--- src/rtl/sr_ff_bank.sv ---
// Bank of N independent flip-flop channels, each run-time selectable as SR, JK, D or T,
// with a configurable illegal-SR policy, sticky per-channel error flags and a saturating event counter.
module sr_ff_bank #(
  parameter int             N         = 8,
  parameter int             CNT_W     = 4,
  parameter logic [N-1:0]   RESET_VAL = '0,
  parameter int             INV_POL   = 0
) (
  input  logic             clk,
  input  logic             rst,
  input  logic             en,
  input  logic [1:0]       mode,
  input  logic [N-1:0]     s,
  input  logic [N-1:0]     r,
  input  logic             err_clr,
  output logic [N-1:0]     q,
  output logic [N-1:0]     qb,
  output logic [N-1:0]     err,
  output logic [CNT_W-1:0] inv_cnt,
  output logic             any_err
);

  localparam logic [1:0] MODE_SR = 2'b00;
  localparam logic [1:0] MODE_JK = 2'b01;
  localparam logic [1:0] MODE_D  = 2'b10;
  localparam logic [1:0] MODE_T  = 2'b11;

  localparam logic [CNT_W-1:0] CNT_MAX = '1;
  localparam logic [CNT_W-1:0] CNT_ONE = CNT_W'(1);

  logic [N-1:0]     q_q, q_d;
  logic [N-1:0]     qb_q, qb_d;
  logic [N-1:0]     err_q, err_d;
  logic [CNT_W-1:0] inv_cnt_q, inv_cnt_d;
  logic             any_err_q, any_err_d;
  logic [N-1:0]     inv_vec;

  always_comb begin
    // NOTE: every combinational output gets a default first so no path can infer a latch.
    q_d     = q_q;
    qb_d    = qb_q;
    inv_vec = '0;

    if (en) begin
      if (mode == MODE_SR) inv_vec = s & r;

      for (int i = 0; i < N; i++) begin
        logic qn;
        logic qb_force_lo;
        qn          = q_q[i];
        qb_force_lo = 1'b0;
        unique case (mode)
          MODE_SR: begin
            unique case ({s[i], r[i]})
              2'b10:   qn = 1'b1;
              2'b01:   qn = 1'b0;
              2'b00:   qn = q_q[i];
              default: begin
                unique case (INV_POL)
                  0:       begin qn = 1'b0; qb_force_lo = 1'b1; end
                  1:       qn = q_q[i];
                  2:       qn = 1'b1;
                  default: qn = 1'b0;
                endcase
              end
            endcase
          end
          MODE_JK: begin
            unique case ({s[i], r[i]})
              2'b10:   qn = 1'b1;
              2'b01:   qn = 1'b0;
              2'b00:   qn = q_q[i];
              default: qn = ~q_q[i];
            endcase
          end
          MODE_D:  qn = s[i];
          default: qn = s[i] ? ~q_q[i] : q_q[i];
        endcase
        q_d[i]  = qn;
        // The illegal-SR force-low breaks complementarity; toggles always derive from q.
        qb_d[i] = qb_force_lo ? 1'b0 : ~qn;
      end
    end

    // A same-edge invalid event overrides the synchronous clear for the offending channels.
    err_d = err_clr ? inv_vec : (err_q | inv_vec);

    if (err_clr) begin
      inv_cnt_d = (|inv_vec) ? CNT_ONE : '0;
    end else if ((|inv_vec) && (inv_cnt_q != CNT_MAX)) begin
      inv_cnt_d = inv_cnt_q + CNT_ONE;
    end else begin
      inv_cnt_d = inv_cnt_q;
    end

    any_err_d = |err_d;
  end

  // NOTE: sequential state uses non-blocking assignments so all flops update from pre-edge values.
  always_ff @(posedge clk or posedge rst) begin
    if (rst) begin
      q_q       <= RESET_VAL;
      qb_q      <= ~RESET_VAL;
      err_q     <= '0;
      inv_cnt_q <= '0;
      any_err_q <= 1'b0;
    end else begin
      q_q       <= q_d;
      qb_q      <= qb_d;
      err_q     <= err_d;
      inv_cnt_q <= inv_cnt_d;
      any_err_q <= any_err_d;
    end
  end

  assign q       = q_q;
  assign qb      = qb_q;
  assign err     = err_q;
  assign inv_cnt = inv_cnt_q;
  assign any_err = any_err_q;

endmodule

--- config.mk ---
export PLATFORM = sky130hd
export DESIGN_NAME = sr_ff_bank
export DESIGN_NICKNAME = d
export VERILOG_FILES = /design/src/rtl/sr_ff_bank.sv
export SDC_FILE = /design/constraint.sdc
export NUM_CORES = 1
export LEC_CHECK = 0
export ABC_CLOCK_PERIOD_IN_PS = 1100
export CORE_ASPECT_RATIO = 0.8
export CORE_MARGIN = 3
export CORE_UTILIZATION = 25
export CTS_BUF_LIST = sky130_fd_sc_hd__clkbuf_16
export DETAILED_ROUTE_END_ITERATION = 10
export PLACE_DENSITY_LB_ADDON = 0.25
export SYNTH_ARGS = -nofsm -noshare
export SYNTH_HDL_FRONTEND = slang
export SYNTH_SLANG_ARGS = --single-unit
export TNS_END_PERCENT = 5
--- constraint.sdc ---
create_clock -name clk -period 1.1 [get_ports clk]
set_input_delay 0.22 -clock clk [delete_from_list [all_inputs] [get_ports clk]]
set_output_delay 0.22 -clock clk [all_outputs]
set_load 0.005 [all_outputs]
### After elaboration in Yosys (flattened, before gate mapping)

Cells that the tools add are included.

* bits in registers: 29
* input port bits: 22
* output and inout port bits: 29
* word-level logic and storage cells: 142

* add/sub/neg operators: 1
* equality and inequality tests: 19
* multiplexer cells: 78
* bitwise operators: 18
* reduce and logical (&&, ||, !) cells: 21

Operators with widths (number)
* $mux W1: 49
* $pmux W1 S3: 16
* $mux W8: 3
* $reduce_or A3 Y1: 8
* $eq A2 B1 Y1 const B: 9
* $eq A2 B2 Y1 const B: 9
* $logic_not A2 Y1: 9
* $not A1 Y1: 16
* $pmux W1 S2: 8
* $reduce_or A8 Y1: 2
* $and A8 B8 Y8: 1
* $mux W4: 2
* $or A8 B8 Y8: 1
* $add A4 B1 Y4 const B: 1
* $ne A4 B4 Y1 const B: 1
* $reduce_bool A2 Y1: 1
* $logic_and A1 B1 Y1: 1

### Depth between registers and ports, before layout

* depth after elaboration: 7
* mapped depth: 7
* mapped depth without buffers: 5

### Worst setup path after synthesis

OpenSTA, ideal clock, no wires.

* path kind: register -> register
* start point: reg inv_cnt_q[0] (netlist: inv_cnt[0])
* end point: reg inv_cnt_q[0] (netlist: inv_cnt[0])
* library setup time: 0.099 ns
* arrival time: 1.105 ns
* data required time: 1.001 ns
* setup slack: -0.104 ns
* cell stages (with the launch flop): 5
* path buffers: 0
* period minus slack after synthesis: 1.204 ns
* path through: dfrtp_1 > ha_1 > nand3_1 > and2_2 > a311oi_1

* word-level cells in the longest chain between the ends: 3
* elaborated cells on any way between the ends: 6
* classes of those cells: 1 x add/sub; 1 x eq/ne; 2 x mux; 2 x reduce/logical

RTL lines
* from (decl): RTL line 34 `logic [CNT_W-1:0] inv_cnt_q, inv_cnt_d;`
* from (signal assigned): RTL line 111 `inv_cnt_q <= inv_cnt_d;`
* $add A4 B1 Y4 or $ne A4 B4 Y1 (tied branches): RTL line 91, 90
* $mux W4 or $logic_and A1 B1 Y1 (tied branches): RTL line 90 `end else if ((|inv_vec) && (inv_cnt_q != CNT_MAX)) begin`
* $mux W4 or $reduce_bool A2 Y1 (tied branches)

Several ways; a longest one is shown, not always the timed one. The select of a mux whose other input is x is not followed.
A chain may end at the register's enable or synchronous reset.

### Worst setup path after layout

* start point: reg err_q[2] (netlist: err[2])
* end point: out err[2]

RTL lines
* from (decl): RTL line 33 `logic [N-1:0] err_q, err_d;`
* from (signal assigned): RTL line 110 `err_q <= err_d;`
* to (decl): RTL line 18 `output logic [N-1:0] err,`

No word-level cell between the ends.

==> impl_metrics.ini <==
[drt]
drt_pre_antenna_iters = 4
ant_nets = 0
drt-total-wl_mm = 4.90
drtIter0Drc = 82
wl_per_cell_microns = 13.9
drc_errors = 0
viasPerCell = 4.70
via_count = 1654

[sta]
max_slew.worst_pin.slew_ns = 0.257
slew_violations = 0
period_needed_ns = 1.22
fin_crit_sh_pct = 111
finalHoldViolations = 0
setup_viol = 15
whs_ns = 0.274
fin_skew_ns = 0.00513
rsz0062_at_grt = yes
layout_setup_ws_ns = -0.123
maxSlewHeadroom_pct = 82.9
clock.fmax_mhz = 818
setup_tns_ns = -0.731

[floorplan]
initial_core_util_pct = 26.3
core_area_sq_um = 6040
die_area_sq_um = 7350
num_rows = 25
die_x_microns = 95.1
die_y_microns = 77.3
ioPinCount = 51

[critical_path]
crit_cells = 3
path_delay_family = flip-flops
cp.arrival_ns = 1.00
slowest_delay_ns = 0.39
rr_worst_depth = 4
r2r-end = any_err
cpMostUsedCell = buf_6
critPathBufInv = 3
start_kind = flop
crit_required_ns = 0.88
startpoint = err[2]
reg2reg_setup_slack_ns = -0.11
crit_type = flop to primary output
r2r_start = err[3]
cp_max_fo = 2
cp-endpoint = err[2]
worstPathCellList = buf_4, buf_6, buf_6
cp-end-kind = primary output
cp_slowest_cell = dfrtp_1

[global_route]
antenna_found_initial = 0
grt_pass1_vias = 1608
grt_max_degree = 30
overflow = 0
grt_pass1_wl_mm = 7.96
track_usage_pct = 14.1

[logic_synthesis]
synthAdderAreaFrac_pct = 0.788
synth_cell_types = 35
synth_edf_count = 0
synthArstFlopShare_pct = 100
ys_ff_latch = 29
netlist_area_sq_um = 1590
syn_avg_cell_area_sq_um = 10.4
yosys.area_share.simple_pct = 14.2
synth_xor_area_share_pct = 0
netlist_instances = 153
ys.flop_type = dfrtp_1
synth_nets = 176
synthMuxAreaShare_pct = 6.30
synth_top_family_by_area = compound AO/OA/AOI/OAI gates
synth_seq_area_share_pct = 46.3
yosysWarnings = 0
synth_compound_area_share_pct = 28.5

[clocking]
clk_pin_slew_ns = 0.05
cts_tree = built
cts_buffer_depth = 2
cts_hold_buf = 0
clockRootBuffer = clkbuf_16
h-tree-depth = 2
cts_sinks = 29
cts_buffers = 5
clk_latency_ns = 0.28

[place]
port_buffers = 50
dp.cells = 328
globalplace.congestion = 0.802
dpl_cell_area_sq_um = 2570
hpwl_mm = 3.52

[worst_hold_path]
hp-class = primary input to asynchronous set/reset pin

[layout]
final_nets = 293
final_layout_size_suffix_gt1_share_pct = 55.4
layout_commonest_cell = buf_4
final_cell_mix = buf_4, dfrtp_1, nand2_1, clkbuf_2, buf_6
area_delta_synth_final_pct = 78.8
instances_no_fill = 352
stdcell_area_sq_um = 2840
antenna_cells = 0
post-route-util_pct = 47.0

[power]
switching_share_pct = 27.0
ir_drop_uv = 626
p_int_uw = 2630
clockPowerShare_pct = 36.3
p_leak_uw = 0.00136
power_frac_comb_pct = 27.7
sequentialPowerShare_pct = 36.0
switching_power_uw = 974
powerDensity_nw_per_um2 = 1270

[status]
outcome = finished, violations left
violations = setup timing

[job]
max-cap-violations = 0
[timing repair]
| item | in CTS | in global routing |
|---|---|---|
| cloned | 0 | 0 |
| gates resized for setup | 128 | 26 |
| pin swaps | 10 | 6 |
| setup endpoints to repair | 58 | 43 |
| setup buffers | 14 | 2 |
[metrics by stage]
stage               total power, uW  worst slack [ns]
floorplan                      1710           -0.0352
global placement               2320            -0.652
global route                   3810            -0.184
detailed placement             2330            -0.646
CTS                            3650            -0.116
finish                         3600            -0.123
[Yosys cell counts, types with 2 or more instances]
| library cell | instances | area (sq um) |
|---|---|---|
| a21o_1 | 6 | 45.0 |
| a21oi_1 | 5 | 25.0 |
| a22oi_1 | 8 | 60.1 |
| a311oi_1 | 2 | 17.5 |
| a32o_1 | 6 | 60.1 |
| a32oi_1 | 3 | 26.3 |
| and4_4 | 2 | 22.5 |
| buf_2 | 4 | 20.0 |
| buf_4 | 2 | 15.0 |
| clkbuf_1 | 3 | 11.3 |
| dfrtp_1 | 21 | 526 |
| dfstp_2 | 8 | 210 |
| inv_1 | 2 | 7.51 |
| inv_2 | 2 | 7.51 |
| mux2_2 | 8 | 90.1 |
| nand2_1 | 23 | 86.3 |
| nand2_2 | 4 | 25.0 |
| nor2_1 | 2 | 7.51 |
| nor4_1 | 2 | 12.5 |
| o21ai_0 | 6 | 30.0 |
| o221ai_1 | 6 | 52.6 |
| o22ai_1 | 8 | 50.1 |
| o2bb2ai_1 | 8 | 70.1 |
[per-layer routing]
metal	share of wire, %	global-route usage (%)	vias to the layer above
met5	0	0	-
met4	1.5	5.62	0
met3	5.5	3.53	7
met2	45	20.8	39
met1	48	19.4	778
li1	-	-	830
[worst register-to-register path, stage by stage (launching register included)]
cell     delay, ns
dfrtp_1       0.40
buf_6         0.13
nor4_4        0.24
a21oi_1       0.09
or2_4         0.23
[layout make-up]
type	count	area (sq um)
Timing Repair Buffer	119	953
Fill cell	553	3200
Clock inverter	3	17.5
Sequential cell	29	736
Multi-Input combinational cell	111	886
Clock buffer	5	125
Tap cell	81	101
Inverter	4	20.0
[power groups by stage]
stage	sequential [uW]	clock [uW]	combinational [uW]
finish	1300	1310	997
global route	1320	1400	1090
CTS	1300	1340	1010
detailed placement	1320	0	1010
global placement	1320	0	1000
floorplan	1350	0	356
[worst min path at each step]
stage / slack, ns / cells past startpoint / to / startpoint
floorplan: 0.29 / 1 / any_err / rst
global placement: 0.52 / 1 / err[6] / err[6]
detailed placement: 0.52 / 1 / err[6] / err[6]
CTS: 0.28 / 3 / q[6] / rst
global route: 0.29 / 3 / q[6] / rst
finish: 0.27 / 3 / any_err / rst
[cell families (layout without fill, tap and decap cells)]
kind of cell,count (synthesis),in the layout
AOI/OAI and AO/OA,59,59
adders and majority gates,1,1
buffers and inverters,13,131
DFF,29,29
muxes,9,9
and+or+nand+nor,42,42
[state kept, by name, summed over array words and instances, names as in the netlist]
signal   cells
q            8
qb           8
inv_cnt      4
err          8
any_err      1
Power figures use the tool's default switching activity.
